## config.mk

```make
export PLATFORM = sky130hd
export DESIGN_NAME = crypto_result_arbiter
export DESIGN_NICKNAME = d
export VERILOG_FILES = /design/src/rtl/crypto_instr_pkg.sv /design/src/rtl/crypto_rr_arbiter.sv /design/src/rtl/crypto_result_arbiter.sv
export SDC_FILE = /design/constraint.sdc
export NUM_CORES = 1
export LEC_CHECK = 0
export BUFFER_PORTS_ARGS = -buffer_cell sky130_fd_sc_hd__buf_2
export CORE_ASPECT_RATIO = 1.75
export CORE_MARGIN = 4
export CORE_UTILIZATION = 38
export DETAILED_ROUTE_END_ITERATION = 8
export PLACE_DENSITY = 0.58
export SLEW_MARGIN = 5
export SYNTH_ARGS = -nofsm -noshare
export SYNTH_HDL_FRONTEND = slang
export SYNTH_HIERARCHICAL = 1
export SYNTH_SLANG_ARGS = --single-unit
export TNS_END_PERCENT = 1
```

## constraint.sdc

```tcl
create_clock -name clk_i -period 6.53 [get_ports clk_i]
set_input_delay 0 -clock clk_i [delete_from_list [all_inputs] [get_ports clk_i]]
set_output_delay 0 -clock clk_i [all_outputs]
set_load 0.02 [all_outputs]
```

## src/rtl/crypto_instr_pkg.sv

```systemverilog
// Shared types and helpers for the crypto coprocessor result path.
// Result entries are declared in the arbiter because their widths follow its parameters.
package crypto_instr_pkg;

    localparam int unsigned RdWidth = 5;
    localparam logic [15:0] StatMax = 16'hFFFF;

    typedef enum logic [1:0] {
        HEAD_EMPTY,
        HEAD_PRESENT,
        HEAD_DROP
    } head_state_e;

    function automatic logic [15:0] sat_inc16(input logic [15:0] v);
        return (v == StatMax) ? v : v + 16'd1;
    endfunction

endpackage

```

## src/rtl/crypto_rr_arbiter.sv

```systemverilog
// Round-robin arbiter: one-hot grant to the first requester at or after rr_ptr.
// The pointer moves one past the winner only when a grant is issued.
module crypto_rr_arbiter #(
    parameter int unsigned NumReq = 2
) (
    input  logic              clk_i,
    input  logic              rst_i,
    input  logic              enable_i,
    input  logic [NumReq-1:0] req_i,
    output logic [NumReq-1:0] gnt_o
);

    localparam int unsigned PtrW = $clog2(NumReq);

    logic [PtrW-1:0] rr_ptr_q;
    logic [PtrW-1:0] rr_ptr_d;
    logic            found;
    int unsigned     idx;

    always_comb begin
        gnt_o    = '0;
        rr_ptr_d = rr_ptr_q;
        found    = 1'b0;
        idx      = 0;
        for (int unsigned i = 0; i < NumReq; i++) begin
            idx = 32'(rr_ptr_q) + i;
            if (idx >= NumReq) begin
                idx = idx - NumReq;
            end
            if (enable_i && !found && req_i[idx[PtrW-1:0]]) begin
                found                = 1'b1;
                gnt_o[idx[PtrW-1:0]] = 1'b1;
                rr_ptr_d             = (idx + 1 >= NumReq) ? '0 : PtrW'(idx + 1);
            end
        end
    end

    always_ff @(posedge clk_i) begin
        if (rst_i) begin
            rr_ptr_q <= '0;
        end else begin
            rr_ptr_q <= rr_ptr_d;
        end
    end

endmodule

```

## src/rtl/crypto_result_arbiter.sv

```systemverilog
// Merges crypto FU results into a result FIFO feeding the CV-X-IF result port, dropping killed ids.
// Optional CRYPTO_RESULT_STATS_EN adds saturating drop/stall counters.
module crypto_result_arbiter
    import crypto_instr_pkg::*;
#(
    parameter int unsigned NumReq      = 2,
    parameter int unsigned Depth       = 4,
    parameter int unsigned XLEN        = 64,
    parameter int unsigned IdWidth     = 4,
    parameter int unsigned HartIdWidth = 1
) (
    input  logic                          clk_i,
    input  logic                          rst_i,
    input  logic [NumReq-1:0]             req_valid_i,
    output logic [NumReq-1:0]             req_ready_o,
    input  logic [NumReq*HartIdWidth-1:0] req_hartid_i,
    input  logic [NumReq*IdWidth-1:0]     req_id_i,
    input  logic [NumReq*XLEN-1:0]        req_data_i,
    input  logic [NumReq*5-1:0]           req_rd_i,
    input  logic [NumReq-1:0]             req_we_i,
    input  logic                          commit_valid_i,
    input  logic [IdWidth-1:0]            commit_id_i,
    input  logic                          commit_kill_i,
    output logic                          result_valid_o,
    input  logic                          result_ready_i,
    output logic [HartIdWidth-1:0]        result_hartid_o,
    output logic [IdWidth-1:0]            result_id_o,
    output logic [XLEN-1:0]               result_data_o,
    output logic [4:0]                    result_rd_o,
    output logic                          result_we_o,
    output logic [$clog2(Depth+1)-1:0]    occupancy_o
`ifdef CRYPTO_RESULT_STATS_EN
    ,
    output logic [15:0]                   drop_count_o,
    output logic [15:0]                   stall_count_o
`endif
);

    localparam int unsigned PtrW  = $clog2(Depth);
    localparam int unsigned CntW  = $clog2(Depth + 1);
    localparam int unsigned KillN = 1 << IdWidth;

    typedef struct packed {
        logic [HartIdWidth-1:0] hartid;
        logic [IdWidth-1:0]     id;
        logic [XLEN-1:0]        data;
        logic [RdWidth-1:0]     rd;
        logic                   we;
    } crypto_result_entry_t;

    crypto_result_entry_t mem_q [Depth];
    crypto_result_entry_t in_entry;
    crypto_result_entry_t head;

    logic [PtrW-1:0]   wptr_q;
    logic [PtrW-1:0]   rptr_q;
    logic [CntW-1:0]   count_q;
    logic [KillN-1:0]  kill_q;
    logic [KillN-1:0]  kill_d;
    logic [NumReq-1:0] gnt;
    logic              arb_enable;
    logic              push;
    logic              pop;
    head_state_e       head_state;

    // Full blocks grants even if the head pops this cycle, keeping ready off the result path.
    assign arb_enable = !rst_i && (count_q != CntW'(Depth));

    crypto_rr_arbiter #(
        .NumReq(NumReq)
    ) u_rr_arbiter (
        .clk_i   (clk_i),
        .rst_i   (rst_i),
        .enable_i(arb_enable),
        .req_i   (req_valid_i),
        .gnt_o   (gnt)
    );

    assign req_ready_o = gnt;
    assign push        = |gnt;

    always_comb begin
        in_entry = '0;
        for (int unsigned i = 0; i < NumReq; i++) begin
            if (gnt[i]) begin
                in_entry.hartid = req_hartid_i[i*HartIdWidth +: HartIdWidth];
                in_entry.id     = req_id_i[i*IdWidth +: IdWidth];
                in_entry.data   = req_data_i[i*XLEN +: XLEN];
                in_entry.rd     = req_rd_i[i*RdWidth +: RdWidth];
                in_entry.we     = req_we_i[i];
            end
        end
    end

    assign head = mem_q[rptr_q];

    always_comb begin
        head_state = HEAD_EMPTY;
        if (!rst_i && count_q != '0) begin
            head_state = kill_q[head.id] ? HEAD_DROP : HEAD_PRESENT;
        end
    end

    assign result_valid_o = (head_state == HEAD_PRESENT);
    assign pop = (head_state == HEAD_DROP) || (result_valid_o && result_ready_i);

    // A kill aimed at the presented head is ignored; clearing on drop beats a same-cycle set.
    always_comb begin
        kill_d = kill_q;
        if (commit_valid_i && commit_kill_i && !(result_valid_o && head.id == commit_id_i)) begin
            kill_d[commit_id_i] = 1'b1;
        end
        if (head_state == HEAD_DROP) begin
            kill_d[head.id] = 1'b0;
        end
    end

    assign result_hartid_o = result_valid_o ? head.hartid : '0;
    assign result_id_o     = result_valid_o ? head.id     : '0;
    assign result_data_o   = result_valid_o ? head.data   : '0;
    assign result_rd_o     = result_valid_o ? head.rd     : '0;
    assign result_we_o     = result_valid_o ? head.we     : 1'b0;
    assign occupancy_o     = rst_i ? '0 : count_q;

    always_ff @(posedge clk_i) begin
        if (push) begin
            mem_q[wptr_q] <= in_entry;
        end
    end

    always_ff @(posedge clk_i) begin
        if (rst_i) begin
            wptr_q  <= '0;
            rptr_q  <= '0;
            count_q <= '0;
            kill_q  <= '0;
        end else begin
            kill_q <= kill_d;
            if (push) begin
                wptr_q <= wptr_q + PtrW'(1);
            end
            if (pop) begin
                rptr_q <= rptr_q + PtrW'(1);
            end
            case ({push, pop})
                2'b10:   count_q <= count_q + CntW'(1);
                2'b01:   count_q <= count_q - CntW'(1);
                default: count_q <= count_q;
            endcase
        end
    end

`ifdef CRYPTO_RESULT_STATS_EN
    always_ff @(posedge clk_i) begin
        if (rst_i) begin
            drop_count_o  <= '0;
            stall_count_o <= '0;
        end else begin
            if (head_state == HEAD_DROP) begin
                drop_count_o <= sat_inc16(drop_count_o);
            end
            if (result_valid_o && !result_ready_i) begin
                stall_count_o <= sat_inc16(stall_count_o);
            end
        end
    end
`endif

endmodule

```

==> metrics.txt <==
status=completed; flop-to-flop setup slack=2580 ps; Synth area leaders=edfxtp_1 (66%), mux4_2 (12%), a22o_1 (4.7%); max incr delay on CP=880 ps; final wirelength=32600 µm; vias per inst=5.17; Netlist cell types=41; Synth Area in Simple Gates=0.0581; minimum clock period=4000 ps; Top Ports=242; Hold Path End=kill_q[13]; DR vias=8475; largest family of logic cells by synthesized area=multiplexers; CTS Sinks=326; CP max FO=74; max-slew violations=0; # diodes=0; Avg Inst Size Synth=17.9 µm²; H-tree Lvls=1; FF-to-FF End=count_q[2]; initial antenna violation count=0; relative max-transition margin=0.399; sequential fraction of the synthesis area=0.695; Worst Setup Start Kind=flop; endpoint class of the critical path=output pin; worst vdd ir=192 µV; Synth Register Bits=326; clock buffer depth=3; Layout Area Growth over Synthesis=30.8%; Yosys top cell area share=0.657; layer with the highest usage=met2; die height=259 µm; clk_lat worst skew=560 ps; die span in x=152 µm; GR Util met3=0.0180; fraction of layout instances using a drive strength above 1=0.333; Post-route DRC=0; post-synth net total=931; most common cell in the synthesized netlist=edfxtp_1; cells after synthesis=764; fin util=0.506; post-synth top area cell=edfxtp_1; Worst-path clk slew=60 ps; hold path cells=3; largest net degree at the start of global routing=81; Root Buffer=clkbuf_16; CTS tree=built; max cap viols=0; clock buffer count from CTS=30; die area=0.0393 mm²; Hold Worst Slack=36.9 ps; core area=0.0354 mm²; vias in the first global route=8931; hold path start=commit_id_i[3]; PwrDens=325 mW/mm²; Design Power=5.83 mW; grt total ovfl=0; GR Util All Layers=0.162; met2 Usage GRT=0.305; critical-path cell list=mux4_2 -> mux2i_1 -> nand3_1 -> nand4_4 -> and2_4 -> and3_1 -> buf_2; top_reg_cell synth=edfxtp_1; Final #Nets=1318; met1 usage=0.192; Slew @ Worst Pin=902 ps; drt wl/cell=19.9 µm; leakage power=6.93 nW; first-pass GRT wire length=49200 µm; post-route ant nets=0; Setup CP Type=flop to output pin; placed insts=1424; Compound-Gate Fraction of Synth Area=0.0796; Finished Layout Cells=1640; post-CTS setup buffers=0; Synth Warn #=6; Cell Area, Synth=0.0137 mm²; setup violators final=0; unrepaired setup endpoints after global routing=false; multiplexer share of the synthesized area=0.131; quantity of gates resized following cts=0; fmax=250 MHz; Final Skew=19.1 ps; post-synthesis xor/xnor area fraction=0.00511; Post-synth ARST share=0; filler cell count in the final layout=2931; Detailed Place HPWL=19300 µm; Critical Path RT=6530 ps; final worst path period share=0.612; area share of fa/ha/maj cells after synthesis=0.00602; FP Rows=91; Post-synth EDFFs=300; Worst Reg-to-Reg Cells=11; Setup TNS Final=0 ps; arrival time at the worst endpoint=4000 ps; GP Congestion=0.807; initial core utilization=0.387; Slowest-stage cell, CP=dfxtp_4; HP Class=input port to flop; Fin. Hold Viols=0; DRT Pass-1 Iters=4; Port Buf Inserts=241; Detailed Route Iter0 Violations=420; list of most frequent post-synthesis cells=edfxtp_1 (300), mux4_2 (75), a22o_1 (74), and3_1 (74), clkbuf_1 (39)
==> worst max-delay path: cells and delay by family, from the launching register on <==
kind	cells	cell delay, ps
buffers and inverters	1	190
AND/OR/NAND/NOR	4	1330
multiplexers	2	1000
flip-flops	1	880
==> where the power goes <==
group	switching [mW]	internal, mW	total [mW]	leakage (nW)
logic	0.865	0.668	1.53	3.43
registers	0.0972	2.46	2.56	3.01
clock network	0.734	1.01	1.74	0.477
==> worst max-delay path by stage <==
stage	from	to	cells after the start
final	flop	result_rd_o[1]	7
after global routing	flop	result_id_o[2]	8
after CTS	flop	result_data_o[14]	7
after detailed placement	flop	count_q[2]	11
after global placement	flop	count_q[2]	11
after floorplan	count_q[0]	mem_q[0][0]	7
==> through the flow <==
| stage | worst slack [ps] | cell area [µm²] |
|---|---|---|
| 3_3_place_gp | 2510 | 15300 |
| 2_1_floorplan | 1120 | 13700 |
| 5_1_grt | 2120 | 17900 |
| 3_5_place_dp | 2490 | 15300 |
| 4_1_cts | 2390 | 17900 |
| 6_report | 2530 | 17900 |
==> sequential cells by signal (all words and copies together) (netlist names), named ones only <==
register	cells
u_rr_arbiter/rr_ptr_q	1
mem_q	300
wptr_q	2
kill_q	16
count_q	3
rptr_q	2
==> what timing repair did <==
item                                    in CTS  in global routing
endpoints found under the hold margin      317                  0
hold buffers                               160                  0
endpoints found under the setup margin       0                  0
==> per-layer routing <==
metal,part of all wire,up-vias,wire [µm]
met5,0,-,0
li1,-,3918,-
met1,0.38,4294,12300
met2,0.55,210,18100
met3,0.039,53,1280
met4,0.027,0,877
==> cell type report <==
| type | count | area, µm² | share of cell area |
|---|---|---|---|
| clock buffers | 38 | 781 | 0.0436 |
| clock inverters | 18 | 203 | 0.0113 |
| multi-input cells | 369 | 3880 | 0.217 |
| repair buffers | 414 | 2910 | 0.162 |
| inverters | 10 | 37.5 | 0.00209 |
| well taps | 465 | 582 | 0.0325 |
| flip-flops and latches | 326 | 9540 | 0.532 |
==> logic make-up after synthesis <==
kind of cell	Yosys count
muxes	85
adders and majority gates	6
DFF	326
and+or+nand+nor	130
buffers and inverters	69
AOI/OAI and AO/OA	140
xor gates and xnor gates	8
==> placed cells by master (no fill, tap or decap), types with 9 or more instances in the layout <==
cell type and n:
inv_1 10, and3_1 74, a21oi_1 10, clkbuf_16 30, nor2_1 19, dlygate4sd3_1 160
buf_4 13, mux2i_1 9, buf_2 241, o21a_1 16, mux4_2 75, a22o_1 74
edfxtp_1 300, a31oi_1 13, dfxtp_1 24, o21ai_0 16
(Power assumes the default switching activity.)
